### src/rtl/spi_main_x2_tx_pkg.sv
// Shared definitions for the write-only DAC SPI main: state encoding,
// frame padding and inter-frame gap length.
package spi_main_x2_tx_pkg;

  typedef enum logic [1:0] {
    ST_IDLE  = 2'd0,
    ST_SHIFT = 2'd1,
    ST_GAP   = 2'd2
  } state_e;

  localparam int PAD_BITS   = 6;
  localparam int GAP_CYCLES = 2;

  // Frame = zero padding + PD1:PD0 + data word.
  function automatic int frame_width(input int word_width);
    return word_width + PAD_BITS + 2;
  endfunction

endpackage

### src/rtl/spi_main_x2_tx.sv
// Write-only SPI main (mode 1) sending {pad, power_state, sample} frames
// MSB first with SCLK at half the system clock; repeats while load is high.
//
// state    | meaning
// ST_IDLE  | csb high, waiting for load to capture a frame
// ST_SHIFT | csb low, two cycles per bit (sclk high, then sclk low)
// ST_GAP   | csb high for GAP_CYCLES before returning to IDLE
module spi_main_x2_tx
  import spi_main_x2_tx_pkg::*;
#(
  parameter int WORD_WIDTH = 16
) (
  input  logic                  sys_clk,
  input  logic                  rst,
  input  logic                  load,
  input  logic [WORD_WIDTH-1:0] parallel_in,
  input  logic [1:0]            power_state,
  output logic                  sclk,
  output logic                  mosi,
  output logic                  csb
);

  localparam int FRAME_W = frame_width(WORD_WIDTH);
  localparam int CNT_W   = $clog2(FRAME_W);
  localparam int GAP_W   = (GAP_CYCLES > 1) ? $clog2(GAP_CYCLES) : 1;

  localparam logic [CNT_W-1:0] LAST_BIT  = CNT_W'(FRAME_W - 1);
  localparam logic [GAP_W-1:0] GAP_START = GAP_W'(GAP_CYCLES - 1);

  state_e               r_state;
  logic [FRAME_W-1:0]   r_shift;
  logic [CNT_W-1:0]     r_bit_cnt;
  logic                 r_phase_b;
  logic [GAP_W-1:0]     r_gap_cnt;
  logic                 r_sclk;
  logic                 r_mosi;
  logic                 r_csb;

  logic [FRAME_W-1:0]   w_frame;

  assign w_frame = {{PAD_BITS{1'b0}}, power_state, parallel_in};

  always_ff @(posedge sys_clk or posedge rst) begin
    if (rst) begin
      r_state   <= ST_IDLE;
      r_shift   <= '0;
      r_bit_cnt <= '0;
      r_phase_b <= 1'b0;
      r_gap_cnt <= '0;
      r_sclk    <= 1'b0;
      r_mosi    <= 1'b0;
      r_csb     <= 1'b1;
    end else begin
      case (r_state)
        ST_IDLE: begin
          r_sclk <= 1'b0;
          r_mosi <= 1'b0;
          r_csb  <= 1'b1;
          if (load) begin
            r_state   <= ST_SHIFT;
            r_shift   <= w_frame;
            r_bit_cnt <= LAST_BIT;
            r_phase_b <= 1'b1;
            r_sclk    <= 1'b1;
            r_mosi    <= w_frame[FRAME_W-1];
            r_csb     <= 1'b0;
          end
        end

        ST_SHIFT: begin
          if (r_phase_b) begin
            r_sclk    <= 1'b0;
            r_phase_b <= 1'b0;
          end else if (r_bit_cnt == '0) begin
            r_state   <= ST_GAP;
            r_gap_cnt <= GAP_START;
            r_shift   <= '0;
            r_sclk    <= 1'b0;
            r_mosi    <= 1'b0;
            r_csb     <= 1'b1;
          end else begin
            // Next bit goes out with the sclk rising edge (mode 1).
            r_bit_cnt <= r_bit_cnt - 1'b1;
            r_shift   <= {r_shift[FRAME_W-2:0], 1'b0};
            r_mosi    <= r_shift[FRAME_W-2];
            r_sclk    <= 1'b1;
            r_phase_b <= 1'b1;
          end
        end

        ST_GAP: begin
          r_sclk <= 1'b0;
          r_mosi <= 1'b0;
          r_csb  <= 1'b1;
          if (r_gap_cnt == '0) r_state <= ST_IDLE;
          else                 r_gap_cnt <= r_gap_cnt - 1'b1;
        end

        default: begin
          r_state <= ST_IDLE;
          r_sclk  <= 1'b0;
          r_mosi  <= 1'b0;
          r_csb   <= 1'b1;
        end
      endcase
    end
  end

  assign sclk = r_sclk;
  assign mosi = r_mosi;
  assign csb  = r_csb;

endmodule

### config.mk
export PLATFORM = sky130hd
export DESIGN_NAME = spi_main_x2_tx
export DESIGN_NICKNAME = d
export VERILOG_FILES = /design/src/rtl/spi_main_x2_tx_pkg.sv /design/src/rtl/spi_main_x2_tx.sv
export SDC_FILE = /design/constraint.sdc
export NUM_CORES = 1
export LEC_CHECK = 0
export BUFFER_PORTS_ARGS = -buffer_cell sky130_fd_sc_hd__buf_2
export CORE_MARGIN = 2
export CORE_UTILIZATION = 50
export CTS_CLUSTER_DIAMETER = 30
export CTS_CLUSTER_SIZE = 40
export DETAILED_ROUTE_END_ITERATION = 10
export PLACE_DENSITY = 0.8
export SLEW_MARGIN = 30
export SYNTH_ARGS = -nofsm -noshare
export SYNTH_HDL_FRONTEND = slang
export SYNTH_SLANG_ARGS = --single-unit
export TNS_END_PERCENT = 30
### constraint.sdc
create_clock -name sys_clk -period 2.84 [get_ports sys_clk]
set_clock_uncertainty 0.05 [all_clocks]
set_input_delay 0.142 -clock sys_clk [delete_from_list [all_inputs] [get_ports sys_clk]]
set_output_delay 0.142 -clock sys_clk [all_outputs]
set_load 0.02 [all_outputs]
==> impl_metrics.csv, run 1 <==
group,metric,value,unit
status,status,"completed",
global_route,grt_usage,0.200,
yosys,netlist_area,1810,sq um
critical_path,reg2reg_from,"r_state[0]",
routing,remaining_drc_errors,0,
sta,finalSetupTns,0,ns
global_route,grt_max_degree,36,
power,powerDensity,1080,nW/um^2
routing,viasPerCell,6.02,
critical_path,ff2ff_setup_slack,0.77,ns
placement,place_hpwl,2.37,mm
sta,finalMaxSlewViolations,0,
yosys,yosys_warnings,0,
yosys,synth-seq-cells,35,
clocking,clk_latency,0.33,ns
placement,gp_congestion,0.765,
critical_path,cp_slowest_stage_delay,0.86,ns
sta,fin_crit,2.07,ns
global_route,antenna_found_initial,0,
floorplan,die_area,4120,sq um
floorplan,start_util,0.530,
sta,finalSetupViolCount,0,
layout,drive_above_1_share,0.202,
critical_path,end_kind,"flop",
routing,drt_wl_total,3.67,mm
routing,final_antenna_net_count,0,
hold_path,hp-class,"in -> reg",
routing,vias,1408,
routing,first_pass_iters,4,
critical_path,cp_data_arrival_time,2.27,ns
clocking,ctsHoldBuffers,2,
routing,drt_iter0_drc,117,
floorplan,core,3420,sq um
sta,final-hold-violation-count,0,
yosys,syn_inst,167,
critical_path,crit_chain,"nand2b_1 > nor3_4 > buf_4 > mux2i_1",
placement,place_area,1910,sq um
sta,fmax,484,MHz
critical_path,critPathTopFamily,"flip-flops",
yosys,synth_seq_area_share,0.484,
power,peakVddDrop,607,uV
critical_path,reg2reg_depth,4,
hold_path,hold_start,"parallel_in[9]",
global_route,grt_pass1_wl,6.41,mm
critical_path,crit_required,3.04,ns
sta,relSlewSlack,0.476,
sta,whs,0.0939,ns
clocking,cts_tree,"built",
yosys,synth.net_count,189,
layout,syn_to_final_growth,12.4,%
yosys,ys_types,34,
floorplan,io_pins,24,
sta,tightest_slew,0.785,ns
layout,fin_area,2040,sq um
critical_path,cp_max_fo,26,
power,leakagePower,0.904,nW
floorplan,rows,21,
hold_path,holdPathStages,3,
clocking,htreeDepth,2,
run,cap_viol_max_count,0,
floorplan,fp.dieW,64.2,um
layout,n_antenna_cell,0,
critical_path,cp-start-kind,"flop",
yosys,postSynthAreaPerCell,10.8,sq um
global_route,grt-ovfl-total,0,
clocking,clock-root-buffer,"clkbuf_4",
critical_path,crit_buf_inv,1,
clocking,cts_inserted_buffers,5,
critical_path,critical_path_class,"reg -> reg",
critical_path,cp_slowest_cell,"dfrtp_1",
clocking,cts.reportedPaths.clkPinSlew,0.10,ns
global_route,grt_pass1_vias,1356,
clocking,cts_buffer_depth,2,
clocking,clock_sinks,35,
layout,fin_nets,209,
sta,fin_crit_sh,0.728,
critical_path,timing.rr.end,"r_bit_cnt[1]",
floorplan,die_y,64.2,um
routing,routedWlPerCell,15.7,um
clocking,post_cts_buffers,0,
hold_path,min_to,"r_shift[9]",
placement,port_buffers,23,
clocking,cts_resized,0,
sta,rsz0062_at_grt,"no",
[state kept, by name, indices dropped and copies added (netlist names)]
register   cells
sclk           1
r_phase_b      1
r_gap_cnt      1
csb            1
r_shift       23
r_bit_cnt      5
mosi           1
r_state        2
[synthesized netlist by cell type]
cell,number,area (sq um)
mux2_1,2,22.5
o31ai_1,1,7.51
a2111oi_0,1,8.76
a21o_2,1,8.76
dfrtp_1,34,851
o21ai_0,4,20.0
or3b_2,1,8.76
a21o_1,1,7.51
a221o_1,15,150
inv_1,6,22.5
a21oi_1,17,85.1
nor4b_4,1,23.8
mux2i_1,2,20.0
o21a_1,2,15.0
buf_4,2,15.0
a41oi_1,1,8.76
nor3_4,1,16.3
nor3b_1,1,7.51
o2bb2ai_1,2,17.5
nand2b_1,19,119
nor3_1,1,5.00
a2bb2oi_1,1,8.76
buf_2,2,10.0
and2b_2,1,8.76
nand3b_1,19,143
buf_6,3,33.8
or4b_1,1,10.0
dfstp_2,1,26.3
a22o_1,6,52.6
clkbuf_1,7,26.3
nand3_1,2,10.0
nand2_1,6,22.5
nor2_1,2,7.51
ha_1,1,12.5
[power breakdown]
| part | switching (mW) | internal [mW] | total, mW |
|---|---|---|---|
| sequential | 0.235 | 0.709 | 0.944 |
| clock | 0.161 | 0.275 | 0.436 |
| combinational | 0.418 | 0.391 | 0.809 |
[kinds of logic after synthesis]
group,share of synthesized area
AND/OR/NAND/NOR,0.211
AO/OA/AOI/OAI,0.215
flip-flops,0.484
buffers and inverters,0.0594
multiplexers,0.0235
adder cells (fa/ha/maj),0.00690
[cells in the final DEF (no fill, tap or decap), types with 2 or more instances in the layout]
cell type      Yosys  layout
buf_2              2      23
nand3_1            2       2
mux2_1             2       2
o2bb2ai_1          2       2
mux2i_1            2       2
inv_1              6       6
o21ai_0            4       4
a21oi_1           17      17
nand3b_1          19      19
dfrtp_1           34      34
bufinv_16          0       2
nand2b_1          19      19
nor2_1             2       2
clkbuf_4           0       5
dlygate4sd3_1      0       2
a22o_1             6       6
nand2_1            6       6
o21a_1             2       2
buf_4              2       2
a221o_1           15      15
[tightest hold or removal path, cell delays in order]
cell       delay (ns)
buf_2            0.08
o2bb2ai_1        0.10
mux2_1           0.12
[how the worst max path moves through the flow]
stage	startpoint	to	slack [ns]	depth (start not counted)
2_1_floorplan	r_bit_cnt[0]	r_shift[11]	1.20	6
3_3_place_gp	r_state[0]	r_bit_cnt[1]	0.90	4
3_5_place_dp	r_state[0]	r_bit_cnt[1]	0.82	4
4_1_cts	r_state[0]	r_bit_cnt[1]	0.80	4
5_1_grt	r_state[0]	r_bit_cnt[0]	0.57	4
6_report	r_state[0]	r_bit_cnt[1]	0.77	4
[metal layers]
| layer | global-route usage | vias to the layer above | share of wire |
|---|---|---|---|
| met5 | 0 | - | 0 |
| met4 | 0.0718 | 0 | 0.0095 |
| met3 | 0.0405 | 4 | 0.062 |
| met2 | 0.305 | 45 | 0.47 |
| met1 | 0.283 | 706 | 0.46 |
| li1 | - | 653 | - |
[stage by stage]
step | cells | util | setup slack, ns | power [mW]
after global routing | 234 | 0.596 | 0.573 | 2.35
after CTS | 234 | 0.596 | 0.797 | 2.20
after global placement | 224 | 0.560 | 0.904 | 1.70
final | 234 | 0.596 | 0.772 | 2.19
after floorplan | 167 | - | 1.20 | 1.61
after detailed placement | 224 | 0.560 | 0.822 | 1.75
[cell type report]
type                    instances  area (sq um)
multi-input cells             112           827
fillers                       293          1380
clock inverters                 2          60.1
well taps                      46          57.6
flip-flops and latches         35           877
inverters                       6          22.5
clock buffers                   6          41.3
repair buffers                 27           150
Note: power is estimated with default switching activity, not from simulation.
==> inputs of run 2 (changes only) <==
--- a/config.mk
+++ b/config.mk
@@ -5,13 +5,14 @@
 export SDC_FILE = /design/constraint.sdc
 export NUM_CORES = 1
 export LEC_CHECK = 0
+export ABC_AREA = 1
 export BUFFER_PORTS_ARGS = -buffer_cell sky130_fd_sc_hd__buf_2
 export CORE_MARGIN = 2
 export CORE_UTILIZATION = 50
 export CTS_CLUSTER_DIAMETER = 30
 export CTS_CLUSTER_SIZE = 40
 export DETAILED_ROUTE_END_ITERATION = 10
-export PLACE_DENSITY = 0.8
+export PLACE_DENSITY = 0.83
 export SLEW_MARGIN = 30
 export SYNTH_ARGS = -nofsm -noshare
 export SYNTH_HDL_FRONTEND = slang
==> constraint.sdc (replaced) <==
create_clock -name sys_clk -period 1.9 [get_ports sys_clk]
set_clock_uncertainty 0.05 [all_clocks]
set_input_delay 0.095 -clock sys_clk [delete_from_list [all_inputs] [get_ports sys_clk]]
set_output_delay 0.095 -clock sys_clk [all_outputs]
set_load 0.02 [all_outputs]
==> run 2 against run 1 <==
Effect of this change:
- global-route usage grew 0.58 points
- synthesized cell count grew 22%
- final cell count grew 25%
- sequential share of layout area shrank 1.8 points
- synthesized area shrank 2.6%
- first-iteration DRC count shrank 6.8%
- combinational power grew 80%
- via count grew 7.1%
- maximum frequency grew 41%
- register-to-register slack lost 0.34 ns
- clock power grew 7.3%
- die area shrank 2.4%
- critical path type unchanged
- largest power group is now combinational cells
==> impl_metrics.csv, run 2 <==
group,metric,value,unit
sta,fin_crit_sh,0.771,
routing,first_pass_iters,4,
global_route,antenna_found_initial,0,
layout,layout_commonest_cell,"nand2_1",
layout,regArea,877,sq um
global_route,grt_pass1_vias,1461,
yosys,synth-seq-cells,35,
routing,wl_met1,1.68,mm
clocking,cts_buffer_depth,2,
yosys,yosys_warnings,0,
critical_path,crit_top_cell,"nand2_1",
clocking,cts_inserted_buffers,5,
layout,fin_nets,267,
routing,wl_met2,1.77,mm
routing,viasPerCell,5.16,
placement,dp_cells,268,
routing,drt_wl_total,3.70,mm
yosys,synth_edf_count,0,
critical_path,crit_chain,"inv_1 > ha_1 > nand3_1 > buf_4 > nand3_4 > nand2_1 > nand2_1",
yosys,synthXorXnorAreaFrac,0,
yosys,synthMuxAreaShare,0,
critical_path,cp_slowest_cell,"dfrtp_1",
critical_path,crit_required,2.10,ns
power,leakagePower,1.09,nW
yosys,synth_top_family_by_area,"simple AND/OR/NAND/NOR gates",
floorplan,fp.dieW,63.4,um
layout,num-fill-cells,313,
clocking,clock_sinks,35,
critical_path,cp-start-kind,"flop",
yosys,netlist_area,1770,sq um
power,powerDensity,1480,nW/um^2
yosys,synth.net_count,226,
layout,regMostFlops,"r_shift",
sta,relSlewSlack,0.711,
routing,top_layer,"met4",
routing,routed-wl-met3,192,um
sta,fin_crit,1.46,ns
critical_path,end_kind,"flop",
placement,port_buffers,23,
floorplan,io_pins,24,
clocking,cts_resized,0,
floorplan,die_y,63.4,um
critical_path,cp_data_arrival_time,1.66,ns
placement,gp_congestion,0.736,
hold_path,hp-class,"in -> reg",
critical_path,critPathTopFamily,"simple AND/OR/NAND/NOR gates",
critical_path,crit_buf_inv,2,
global_route,grt_max_degree,36,
global_route,grt-ovfl-total,0,
layout,final_util,0.632,
sta,finalSetupViolCount,0,
yosys,synth_compound_area_frac,0.0454,
layout,final_cell_mix,"37 x nand2_1, 36 x nand3_1, 34 x dfrtp_1",
sta,finalMaxSlewViolations,0,
yosys,synth-simple-area-share,0.354,
yosys,postSynthAreaPerCell,8.65,sq um
status,status,"completed",
yosys,ys_types,25,
layout,drive_above_1_share,0.228,
yosys,yosys-top-cells-area,"dfrtp_1 48%, nand3_1 10%, nand2_1 7.9%, nand4_1 5.7%, inv_1 4.7%",
global_route,grt_usage,0.206,
yosys,synth_top_area_share,0.482,
clocking,htreeDepth,2,
yosys,yosysTopAreaCell,"dfrtp_1",
clocking,cts.reportedPaths.clkPinSlew,0.11,ns
placement,place_hpwl,2.43,mm
layout,largest_reg_flops,23,
sta,finalSetupTns,0,ns
layout,n_antenna_cell,0,
sta,rsz0062_at_grt,"no",
yosys,yosys-top-cells-count,"37 x nand2_1, 36 x nand3_1, 34 x dfrtp_1",
sta,final-hold-violation-count,0,
layout,syn_to_final_growth,20.3,%
yosys,yosysMostFrequentCell,"nand2_1",
sta,fmax,683,MHz
run,cap_viol_max_count,0,
yosys,synthAdderAreaFrac,0.00709,
floorplan,die_area,4020,sq um
clocking,clk_latency,0.35,ns
power,peakVddDrop,822,uV
clocking,post_cts_buffers,0,
clocking,clock-root-buffer,"clkbuf_4",
routing,remaining_drc_errors,0,
layout,top_regs,"r_shift: 23 flops, r_bit_cnt: 5 flops, r_state: 2 flops",
routing,vias,1508,
floorplan,start_util,0.525,
yosys,ys_async_sr_fraction,1.00,
routing,drt_iter0_drc,109,
yosys,syn_inst,204,
floorplan,core,3360,sq um
critical_path,critical_path_class,"reg -> reg",
sta,tightest_slew,0.433,ns
clocking,cts_tree,"built",
floorplan,rows,21,
yosys,synth_ff_type,"dfrtp_1",
global_route,grt_pass1_wl,6.44,mm
critical_path,cp_slowest_stage_delay,0.37,ns
critical_path,cp_max_fo,19,
routing,final_antenna_net_count,0,
yosys,synth_seq_area_share,0.497,
layout,instances_no_fill,292,
layout,multi_input_area,717,sq um
routing,routedWlPerCell,12.7,um
-- run 2: cell types whose count changed in the layout (fill, tap and decap cells not counted), moves of 5 or more --
| cell | previous run | this run |
|---|---|---|
| a221o_1 | 15 | 0 |
| dlygate4sd3_1 | 2 | 16 |
| a22o_1 | 6 | 0 |
| o22ai_1 | 0 | 5 |
| nand3b_1 | 19 | 0 |
| inv_1 | 6 | 22 |
| nand4_1 | 0 | 16 |
| a21oi_1 | 17 | 5 |
| nand2_1 | 6 | 37 |
| nand3_1 | 2 | 36 |
| nand2_2 | 0 | 7 |
| nand2b_1 | 19 | 0 |
| nor2_1 | 2 | 14 |
-- run 2: cell families after synthesis --
| kind of cell | Yosys count |
|---|---|
| and+or+nand+nor | 120 |
| buffers and inverters | 34 |
| adders and majority gates | 1 |
| DFF | 35 |
| AOI/OAI and AO/OA | 14 |
-- run 2: worst paths after layout --
kind,slack (ns),end,startpoint,depth (start not counted)
hold / removal,0.03,r_shift[1],parallel_in[1],5
setup / recovery,0.44,r_bit_cnt[0],r_bit_cnt[0],7
setup reg to reg,0.44,r_bit_cnt[0],r_bit_cnt[0],7
hold reg to reg,0.44,r_bit_cnt[4],r_bit_cnt[4],2
max in group asynchronous,1.15,csb,rst,4
min in group asynchronous,0.32,r_bit_cnt[1],rst,4
-- run 2: per-layer routing --
metal,GRT usage,vias up
met5,0,-
met4,0.0761,0
met1,0.282,709
met2,0.314,42
li1,-,753
met3,0.0536,4
-- run 2: what timing repair did --
item	in CTS	in global routing
hold endpoints to repair	49	0
hold buffers	16	0
setup endpoints to repair	0	0
-- run 2: layout make-up --
class | instances | share of cell area
Clock buffer | 8 | 0.0324
Inverter | 25 | 0.0465
Multi-Input combinational cell | 135 | 0.337
Sequential cell | 35 | 0.413
Tap cell | 46 | 0.0271
Timing Repair Buffer | 43 | 0.144
-- run 2: power by group --
group	total (mW)	switching, mW	internal [mW]	leakage (nW)
logic	1.46	0.954	0.506	0.602
registers	1.23	0.179	1.05	0.445
clock network	0.468	0.250	0.218	0.0386
-- run 2: worst min-delay path: stages --
cell	delay, ns
buf_2	0.07
inv_1	0.03
nor2_1	0.09
a21oi_1	0.04
o21ai_0	0.06
-- run 2: metrics by stage --
stage	hold WS, ns	cell area [sq um]	setup WS (ns)	total power, mW
finish	0.0339	2120	0.436	3.15
global route	0.0731	2120	0.328	3.43
CTS	0.0373	2120	0.440	3.16
detailed placement	0.161	1900	0.462	2.67
global placement	0.154	1900	0.533	2.59
floorplan	0.195	1770	0.574	2.41
==> inputs of run 3 (changes only) <==
==> constraint.sdc (replaced) <==
create_clock -name sys_clk -period 1.2 [get_ports sys_clk]
set_clock_uncertainty 0.05 [all_clocks]
set_input_delay 0.06 -clock sys_clk [delete_from_list [all_inputs] [get_ports sys_clk]]
set_output_delay 0.06 -clock sys_clk [all_outputs]
set_load 0.02 [all_outputs]
==> run 3 against run 2 <==
Effect of this change:
- the flow now finishes with violations (setup timing)
- combinational power up 140%
- register-to-register slack worse by 0.54 ns
- maximum frequency up 12%
- via count is 11% higher
- cell area is 17% higher
- core utilization grew 11 points
- flip-flop and latch count unchanged
- sequential share of layout area decreased by 5.8 points
- worst setup slack worse by 0.54 ns
- final cell count increased by 8.6%
==> impl_metrics.csv, run 3 (same netlist as run 2, synthesis figures left out) <==
group,metric,value,unit
status,status,"finished, violations left",
status,violations,"setup timing",
critical_path,ff2ff_setup_slack,-0.11,ns
placement,port_buffers,23,
placement,place_area,2040,sq um
power,leakagePower,1.23,nW
run,cap_viol_max_count,0,
layout,regArea,880,sq um
layout,largest_reg_flops,23,
sta,finalMaxSlewViolations,0,
layout,fin_area,2480,sq um
layout,final_util,0.737,
sta,finalWorstSetupSlack,-0.106,ns
power,power.internal,3.42,mW
layout,num-fill-cells,250,
clocking,cts_buffer_depth,2,
layout,regMostFlops,"r_shift",
layout,fin_nets,292,
sta,fin_crit_sh,1.09,
critical_path,cp-startpoint,"r_bit_cnt[0]",
routing,drt_wl_total,4.50,mm
floorplan,die_y,63.4,um
critical_path,cp-start-kind,"flop",
sta,fin_crit,1.31,ns
floorplan,fp.dieW,63.4,um
floorplan,io_pins,24,
sta,fmax,765,MHz
layout,n_antenna_cell,0,
layout,top_regs,"r_shift: 23 flops, r_bit_cnt: 5 flops, r_state: 2 flops",
clocking,clock_sinks,35,
power,p_sw_frac,0.438,
critical_path,reg2reg_from,"r_bit_cnt[0]",
clocking,htreeDepth,2,
routing,remaining_drc_errors,0,
clocking,cts_tree,"built",
layout,multi_input_area,845,sq um
floorplan,rows,21,
clocking,cts.reportedPaths.clkPinSlew,0.10,ns
clocking,clk_latency,0.34,ns
critical_path,critical_path_class,"reg -> reg",
critical_path,cp_max_fo,8,
power,p_switching,2.67,mW
routing,final_antenna_net_count,0,
floorplan,die_area,4020,sq um
critical_path,crit_required,1.39,ns
global_route,grt_max_degree,36,
power,p_seq_frac,0.321,
critical_path,cp_slowest_cell,"dfrtp_1",
routing,first_pass_iters,4,
routing,viasPerCell,5.27,
global_route,grt_pass1_vias,1636,
sta,whs,0.00955,ns
critical_path,crit_chain,"inv_2 > ha_4 > nand3_4 > buf_6 > nand3_4 > nand2_2 > nand2_2",
placement,pre_cts_ws,-0.104,ns
routing,drt_iter0_drc,75,
power,powerDensity,2460,nW/um^2
clocking,clock-root-buffer,"clkbuf_4",
sta,relSlewSlack,0.850,
floorplan,core,3360,sq um
critical_path,reg2reg_depth,7,
critical_path,endpoint,"r_bit_cnt[0]",
global_route,grt-ovfl-total,0,
placement,gp_congestion,0.750,
layout,final_cell_mix,"33 x nand3_1, 32 x dfrtp_1, 31 x nand2_1",
sta,rsz0062_at_grt,"yes",
sta,finalSetupTns,-2.23,ns
critical_path,critPathTopFamily,"simple AND/OR/NAND/NOR gates",
floorplan,start_util,0.525,
critical_path,timing.rr.end,"r_bit_cnt[0]",
sta,final-hold-violation-count,0,
global_route,grt_usage,0.245,
hold_path,hp-class,"in -> reg",
sta,tightest_slew,0.224,ns
power,p_comb_frac,0.576,
clocking,cts_inserted_buffers,5,
layout,layout_commonest_cell,"nand3_1",
routing,routedWlPerCell,14.2,um
critical_path,cp_slowest_stage_delay,0.39,ns
global_route,grt_pass1_wl,7.59,mm
global_route,antenna_found_initial,0,
placement,place_hpwl,2.61,mm
critical_path,end_kind,"flop",
critical_path,crit_buf_inv,2,
layout,syn_to_final_growth,40.4,%
power,peakVddDrop,1160,uV
power,power.share.clock,0.103,
critical_path,crit_cells,7,
layout,drive_above_1_share,0.391,
routing,vias,1670,
sta,finalSetupViolCount,33,
critical_path,cp_data_arrival_time,1.50,ns
-- run 3: cell types whose count changed in the layout (fill, tap and decap cells not counted), sizes merged --
cell and change:
buf +25, clkinv +2, clkbuf -1, inv -1
-- run 3: per-layer routing --
metal  global-route usage  up-vias  routed length (um)
met4                0.101        0                  56
met2                0.393       66                2280
met5                    0        -                   0
met3               0.0554        8                 267
li1                     -      806                   -
met1                0.320      790                1900
-- run 3: final cells by class --
| type | count | share of cell area |
|---|---|---|
| clock buffers | 7 | 0.0182 |
| multi-input cells | 135 | 0.341 |
| clock inverters | 1 | 0.00202 |
| flip-flops and latches | 35 | 0.355 |
| well taps | 46 | 0.0232 |
| repair buffers | 68 | 0.217 |
| inverters | 25 | 0.0439 |
-- run 3: repair_timing --
item                                    in CTS  in global routing
gates cloned                                 1                  0
setup buffers                                7                  2
hold buffers                                16                  0
endpoints found under the setup margin      34                 35
gates resized for setup                     22                 15
endpoints found under the hold margin       50                  0
pin swaps                                    8                  3
-- run 3: worst min path at each step --
stage	start	slack, ns	endpoint	cells after the start
after detailed placement	rst	0.07	r_shift[21]	3
after global placement	rst	0.07	r_shift[21]	3
after CTS	parallel_in[1]	0.007	r_shift[1]	5
after global routing	parallel_in[1]	0.02	r_shift[1]	5
final	parallel_in[1]	0.01	r_shift[1]	5
after floorplan	rst	0.16	mosi	1
-- run 3: power by group through the flow --
stage	Sequential, mW	Combinational [mW]	Clock (mW)
3_5_place_dp	1.95	2.62	0
6_report	1.96	3.51	0.627
4_1_cts	1.93	3.23	0.624
5_1_grt	2.00	3.84	0.674
3_3_place_gp	1.93	2.54	0
2_1_floorplan	1.97	1.94	0
-- run 3: worst min-delay path: cells and delay by family --
kind	cells	cell delay [ns]
buf+inv	2	0.11
compound gates	2	0.10
simple gates	1	0.09
-- run 3: metrics by stage --
| stage | total power, mW | cells |
|---|---|---|
| floorplan | 3.91 | 204 |
| global placement | 4.47 | 283 |
| detailed placement | 4.57 | 283 |
| CTS | 5.79 | 315 |
| global route | 6.51 | 317 |
| finish | 6.09 | 317 |
